**config.mk**
```make
export PLATFORM = sky130hd
export DESIGN_NAME = h_mux4way_rr_flat
export DESIGN_NICKNAME = d
export VERILOG_FILES = /design/src/rtl/h_mux4way_rr_if.sv /design/src/rtl/h_mux4way_rr.sv /design/src/flat_wrapper.sv
export SDC_FILE = /design/constraint.sdc
export NUM_CORES = 1
export LEC_CHECK = 0
export ABC_AREA = 1
export BUFFER_PORTS_ARGS = -buffer_cell sky130_fd_sc_hd__buf_2
export CAP_MARGIN = 20
export CORE_MARGIN = 2
export CORE_UTILIZATION = 47
export CTS_BUF_LIST = sky130_fd_sc_hd__clkbuf_8
export CTS_CLUSTER_DIAMETER = 50
export DETAILED_ROUTE_END_ITERATION = 10
export PLACE_DENSITY_LB_ADDON = 0.1
export SETUP_SLACK_MARGIN = 0.4
export SYNTH_ARGS = -nofsm -noshare
export SYNTH_HDL_FRONTEND = slang
export SYNTH_SLANG_ARGS = --single-unit
```
**constraint.sdc**
```tcl
create_clock -name clk -period 6.65 [get_ports clk]
set_input_delay 0.665 -clock clk [delete_from_list [all_inputs] [get_ports clk]]
set_output_delay 0.665 -clock clk [all_outputs]
set_load 0.02 [all_outputs]
```
**src/rtl/h_mux4way_rr_if.sv**
```systemverilog
// h_mux4way_rr_if: four-producer/one-consumer valid/ready bus; H_MUX4WAY_PACKET_LOCK_EN adds in_last/out_last
interface h_mux4way_rr_if #(
  parameter int WIDTH = 16
);
  logic [3:0]         in_valid;
  logic [4*WIDTH-1:0] in_data;
  logic [3:0]         in_ready;
  logic               out_valid;
  logic [WIDTH-1:0]   out_data;
  logic [1:0]         out_sel;
  logic               out_ready;
`ifdef H_MUX4WAY_PACKET_LOCK_EN
  logic [3:0]         in_last;
  logic               out_last;
  modport master (
    input  in_valid, in_data, in_last, out_ready,
    output in_ready, out_valid, out_data, out_sel, out_last
  );
  modport slave (
    output in_valid, in_data, in_last, out_ready,
    input  in_ready, out_valid, out_data, out_sel, out_last
  );
`else
  modport master (
    input  in_valid, in_data, out_ready,
    output in_ready, out_valid, out_data, out_sel
  );
  modport slave (
    output in_valid, in_data, out_ready,
    input  in_ready, out_valid, out_data, out_sel
  );
`endif
endinterface

```
**src/rtl/h_mux4way_rr.sv**
```systemverilog
// h_mux4way_rr: 4-to-1 round-robin gathering mux with one output register; H_MUX4WAY_PACKET_LOCK_EN enables packet locking
module h_mux4way_rr #(
  parameter int WIDTH = 16
) (
  input logic            clk,
  input logic            rst_n,
  h_mux4way_rr_if.master bus
);
  typedef enum logic {EMPTY, FULL} occ_t;
  occ_t             occ, occ_nx;
  logic [1:0]       ptr, ptr_nx, g;
  logic [3:0]       req;
  logic             hit, free, xfer;
  logic [WIDTH-1:0] sel_data;
`ifdef H_MUX4WAY_PACKET_LOCK_EN
  typedef enum logic {FREE_ARB, LOCKED} lock_t;
  lock_t      lock, lock_nx;
  logic [1:0] lock_ch;
  logic       last_g;
  assign req    = (lock == LOCKED) ? bus.in_valid & (4'b0001 << lock_ch) : bus.in_valid;
  assign last_g = bus.in_last[g];
`else
  assign req = bus.in_valid;
`endif
  assign free          = (occ == EMPTY) | bus.out_ready;
  assign bus.out_valid = occ == FULL;
  // Iterating downward leaves the lowest rotated offset from ptr as the winner
  always_comb begin
    g   = ptr;
    hit = 1'b0;
    for (int k = 3; k >= 0; k--)
      if (req[ptr + 2'(k)]) begin
        g   = ptr + 2'(k);
        hit = 1'b1;
      end
  end
  always_comb begin
    sel_data = '0;
    for (int k = 0; k < 4; k++)
      if (g == 2'(k)) sel_data = bus.in_data[k*WIDTH +: WIDTH];
  end
  assign xfer         = rst_n & free & hit;
  assign bus.in_ready = xfer ? 4'b0001 << g : 4'b0000;
  always_comb begin
    occ_nx = xfer ? FULL : bus.out_ready ? EMPTY : occ;
`ifdef H_MUX4WAY_PACKET_LOCK_EN
    lock_nx = xfer ? (last_g ? FREE_ARB : LOCKED) : lock;
    ptr_nx  = (xfer & last_g) ? g + 2'd1 : ptr;
`else
    ptr_nx  = xfer ? g + 2'd1 : ptr;
`endif
  end
  always_ff @(posedge clk)
    if (!rst_n) begin
      occ          <= EMPTY;
      ptr          <= '0;
      bus.out_data <= '0;
      bus.out_sel  <= '0;
    end else begin
      occ <= occ_nx;
      ptr <= ptr_nx;
      if (xfer) begin
        bus.out_data <= sel_data;
        bus.out_sel  <= g;
      end
    end
`ifdef H_MUX4WAY_PACKET_LOCK_EN
  always_ff @(posedge clk)
    if (!rst_n) begin
      lock         <= FREE_ARB;
      lock_ch      <= '0;
      bus.out_last <= 1'b0;
    end else begin
      lock <= lock_nx;
      if (xfer) begin
        lock_ch      <= g;
        bus.out_last <= last_g;
      end
    end
`endif
endmodule

```
**src/flat_wrapper.sv**
```systemverilog
// flat-port wrapper written by rule: the top's interface ports become plain ports
module h_mux4way_rr_flat 
#(
  parameter int WIDTH = 16
)
  (clk, rst_n, bus_in_valid, bus_in_data, bus_out_ready, bus_in_ready, bus_out_valid, bus_out_data, bus_out_sel);
  h_mux4way_rr_if #(.WIDTH(WIDTH)) bus_i ();
  input logic clk;
  input logic rst_n;
  input wire logic [$bits(bus_i.in_valid)-1:0] bus_in_valid;
  input wire logic [$bits(bus_i.in_data)-1:0] bus_in_data;
  input wire logic [$bits(bus_i.out_ready)-1:0] bus_out_ready;
  output wire logic [$bits(bus_i.in_ready)-1:0] bus_in_ready;
  output wire logic [$bits(bus_i.out_valid)-1:0] bus_out_valid;
  output wire logic [$bits(bus_i.out_data)-1:0] bus_out_data;
  output wire logic [$bits(bus_i.out_sel)-1:0] bus_out_sel;
  assign bus_i.in_valid = bus_in_valid;
  assign bus_i.in_data = bus_in_data;
  assign bus_i.out_ready = bus_out_ready;
  assign bus_in_ready = bus_i.in_ready;
  assign bus_out_valid = bus_i.out_valid;
  assign bus_out_data = bus_i.out_data;
  assign bus_out_sel = bus_i.out_sel;
  h_mux4way_rr #(.WIDTH(WIDTH)) u_core (.clk(clk), .rst_n(rst_n), .bus(bus_i));
endmodule
```
==> metrics <==
GR Util met1=29.0%; I/O pin total=94; Max-cap violations=0; first-pass GRT wire length=6020 µm; Die ar.=0.00359 mm²; number of port buffers=93; P&R area growth vs syn=31.0%; Detailed Routing Iterations Pass 1=4; Placed Area=0.00188 mm²; GP Congestion=0.883; DR vias=1693; fin nets=374; mapped cell area=0.00147 mm²; vias in the first global route=1447; Critical Path Source Type=flip-flop; WL final=3730 µm; post-CTS setup buffer count=0; final antenna diode count=0; Die Y=59.9 µm; Final setup viols=0; CP Max Fanout=33; Hold WC Path Type=flip-flop to flip-flop; CP arrival=2.61 ns; CTS tree=built; post-synthesis sequential area ratio=28.6%; GRT met2 Usage=35.2%; Final Skew=0.00172 ns; initial drt markers=85; Reg clk slew, reported paths=0.08 ns; critical path capture point type=output pin; Root Driver=clkbuf_8; share of cells above drive strength 1=36.2%; antenna violations before repair=0; final worst path period need=3.28 ns; M3 GR Usage=4.11%; syn avg cell area=6.77 µm²; post-DR vias/cell=5.11; Worst-Margin Slew=0.774 ns; clock buffer count from CTS=3; Die X=59.9 µm; ranking of synthesized cells by area=dfxtp_1 (29%), nand2_1 (12%), o21ai_0 (10%), nand3_1 (8.2%), a22oi_1 (8.2%); unrepaired setup endpoints after global routing=no; clk_lat worst skew=0.26 ns; Fill cells=314; status=finished clean; Multi-input gate area=866 µm²; total track usage=21.9%; Starting Density=48.9%; largest net degree at the start of global routing=43; power per cell area=590 mW/mm²; clock tree sinks=21; Slew headroom=48.4%; cts hold-fix bufs=0; YS warnings=0; Pins Over Slew Limit=0; HPWL Detailed=2960 µm; Synth area leader=dfxtp_1; GRT overflow=0; htree depth=1; top-count cell post-synth=nand2_1; share of the synthesized area in the top cell type=28.6%; CTS resizes=0; Core Area=0.00300 mm²; WP data required=5.98 ns; busiest grt layer=met2; FMAX=0.305 GHz; critical path type=flip-flop to output pin; Synth async-reset ratio=0%; drt drc=0; Sum Neg Setup Slack=0 ns; Synth Net Count=292; flop and latch count out of synthesis=21; Final Hold Fails=0; peak supply drop=0.000256 V; Final Instance Area=0.00192 mm²; Core Rows=20; drt wl/cell=11.3 µm; top cells by count, synth=nand2_1 (46), o21ai_0 (30), nand3_1 (24); Post-synth EDFFs=0; synthesized instance count=217; Pleak=0.986 nW; Longest Clk Path Bufs=2; post-route ant nets=0; part of the cycle the worst path needs=49.3%; Yosys cell types=22; prevailing post-synth register cell=dfxtp_1; register area=420 µm²
power breakdown:
group	switching [mW]	internal (mW)
Clock	0.0410	0.0417
Sequential	0.0306	0.174
Combinational	0.538	0.310
placed cells by master, fill, tap and decap left out, drive strengths merged:
cell	n
buf	94
dfxtp	21
o21ai	36
ha	4
nor2	9
o211ai	16
inv	20
nand2	50
nand3	25
a21oi	3
clkinv	1
clkbuf	3
a22oi	16
worst max-delay path: stages, from the launching register on:
cell,delay [ns]
dfxtp_1,0.55
nand2_1,0.09
o21ai_1,0.13
nand2_1,0.09
nand2_1,0.10
nand2_1,0.06
nand2_1,0.07
nand2_1,0.05
nand2_1,0.05
nand2_1,0.10
ha_1,0.22
inv_1,0.57
nor2_1,0.10
buf_2,0.18
path summary, 6_finish.rpt:
path / end / slack (ns) / cells after the start / startpoint
worst min register to register: u_core.bus.out_sel[0]$_SDFFE_PN0N_ / 0.47 / 2 / u_core.bus.out_sel[0]$_SDFFE_PN0N_
worst min-delay path: u_core.bus.out_sel[0]$_SDFFE_PN0N_ / 0.47 / 2 / u_core.bus.out_sel[0]$_SDFFE_PN0N_
worst max register to register: u_core.bus.out_data[11]$_SDFFE_PN0N_ / 3.78 / 15 / u_core.ptr[0]$_SDFFE_PN0N_
worst max-delay path: bus_in_ready[3] / 3.37 / 13 / u_core.ptr[0]$_SDFFE_PN0N_
sequential cells by signal, indices dropped and copies added (netlist names):
name and cells:
u_core.bus.out_valid 1, u_core.ptr 2, u_core.bus.out_data 16, u_core.bus.out_sel 2
logic make-up (layout without fill, tap and decap cells):
family	after synthesis	count (layout)	share of synthesized area, %
compound gates	71	71	29.9
buf+inv	37	118	12.4
flops	21	21	28.6
simple gates	84	84	25.6
fa+ha+maj	4	4	3.41
metal layers:
layer	wire length [µm]	part of all wire, %	vias to the layer above
li1	-	-	909
met1	1750	47	721
met2	1720	46	59
met3	217	5.8	4
met4	48	1.3	0
met5	0	0	-
cell type report:
type | instances | area share [%]
multi-input combinational | 159 | 45.0
timing repair buffer | 94 | 24.6
sequential | 21 | 21.8
inverter | 20 | 4.03
clock buffer | 3 | 2.15
tap | 33 | 2.15
clock inverter | 1 | 0.260
metrics by stage:
step                util [%]  worst slack, ns  hold WS, ns  power, mW  cells
CTS                     64.1             3.35        0.471       1.14    331
detailed placement      62.5             3.46        0.458       1.05    327
floorplan                  -             3.67        0.529      0.901    217
global route            64.1             3.02        0.499       1.27    331
finish                  64.1             3.37        0.468       1.14    331
global placement        62.5             3.52        0.459       1.04    327
No activity file was read; power rests on OpenSTA's default activity.
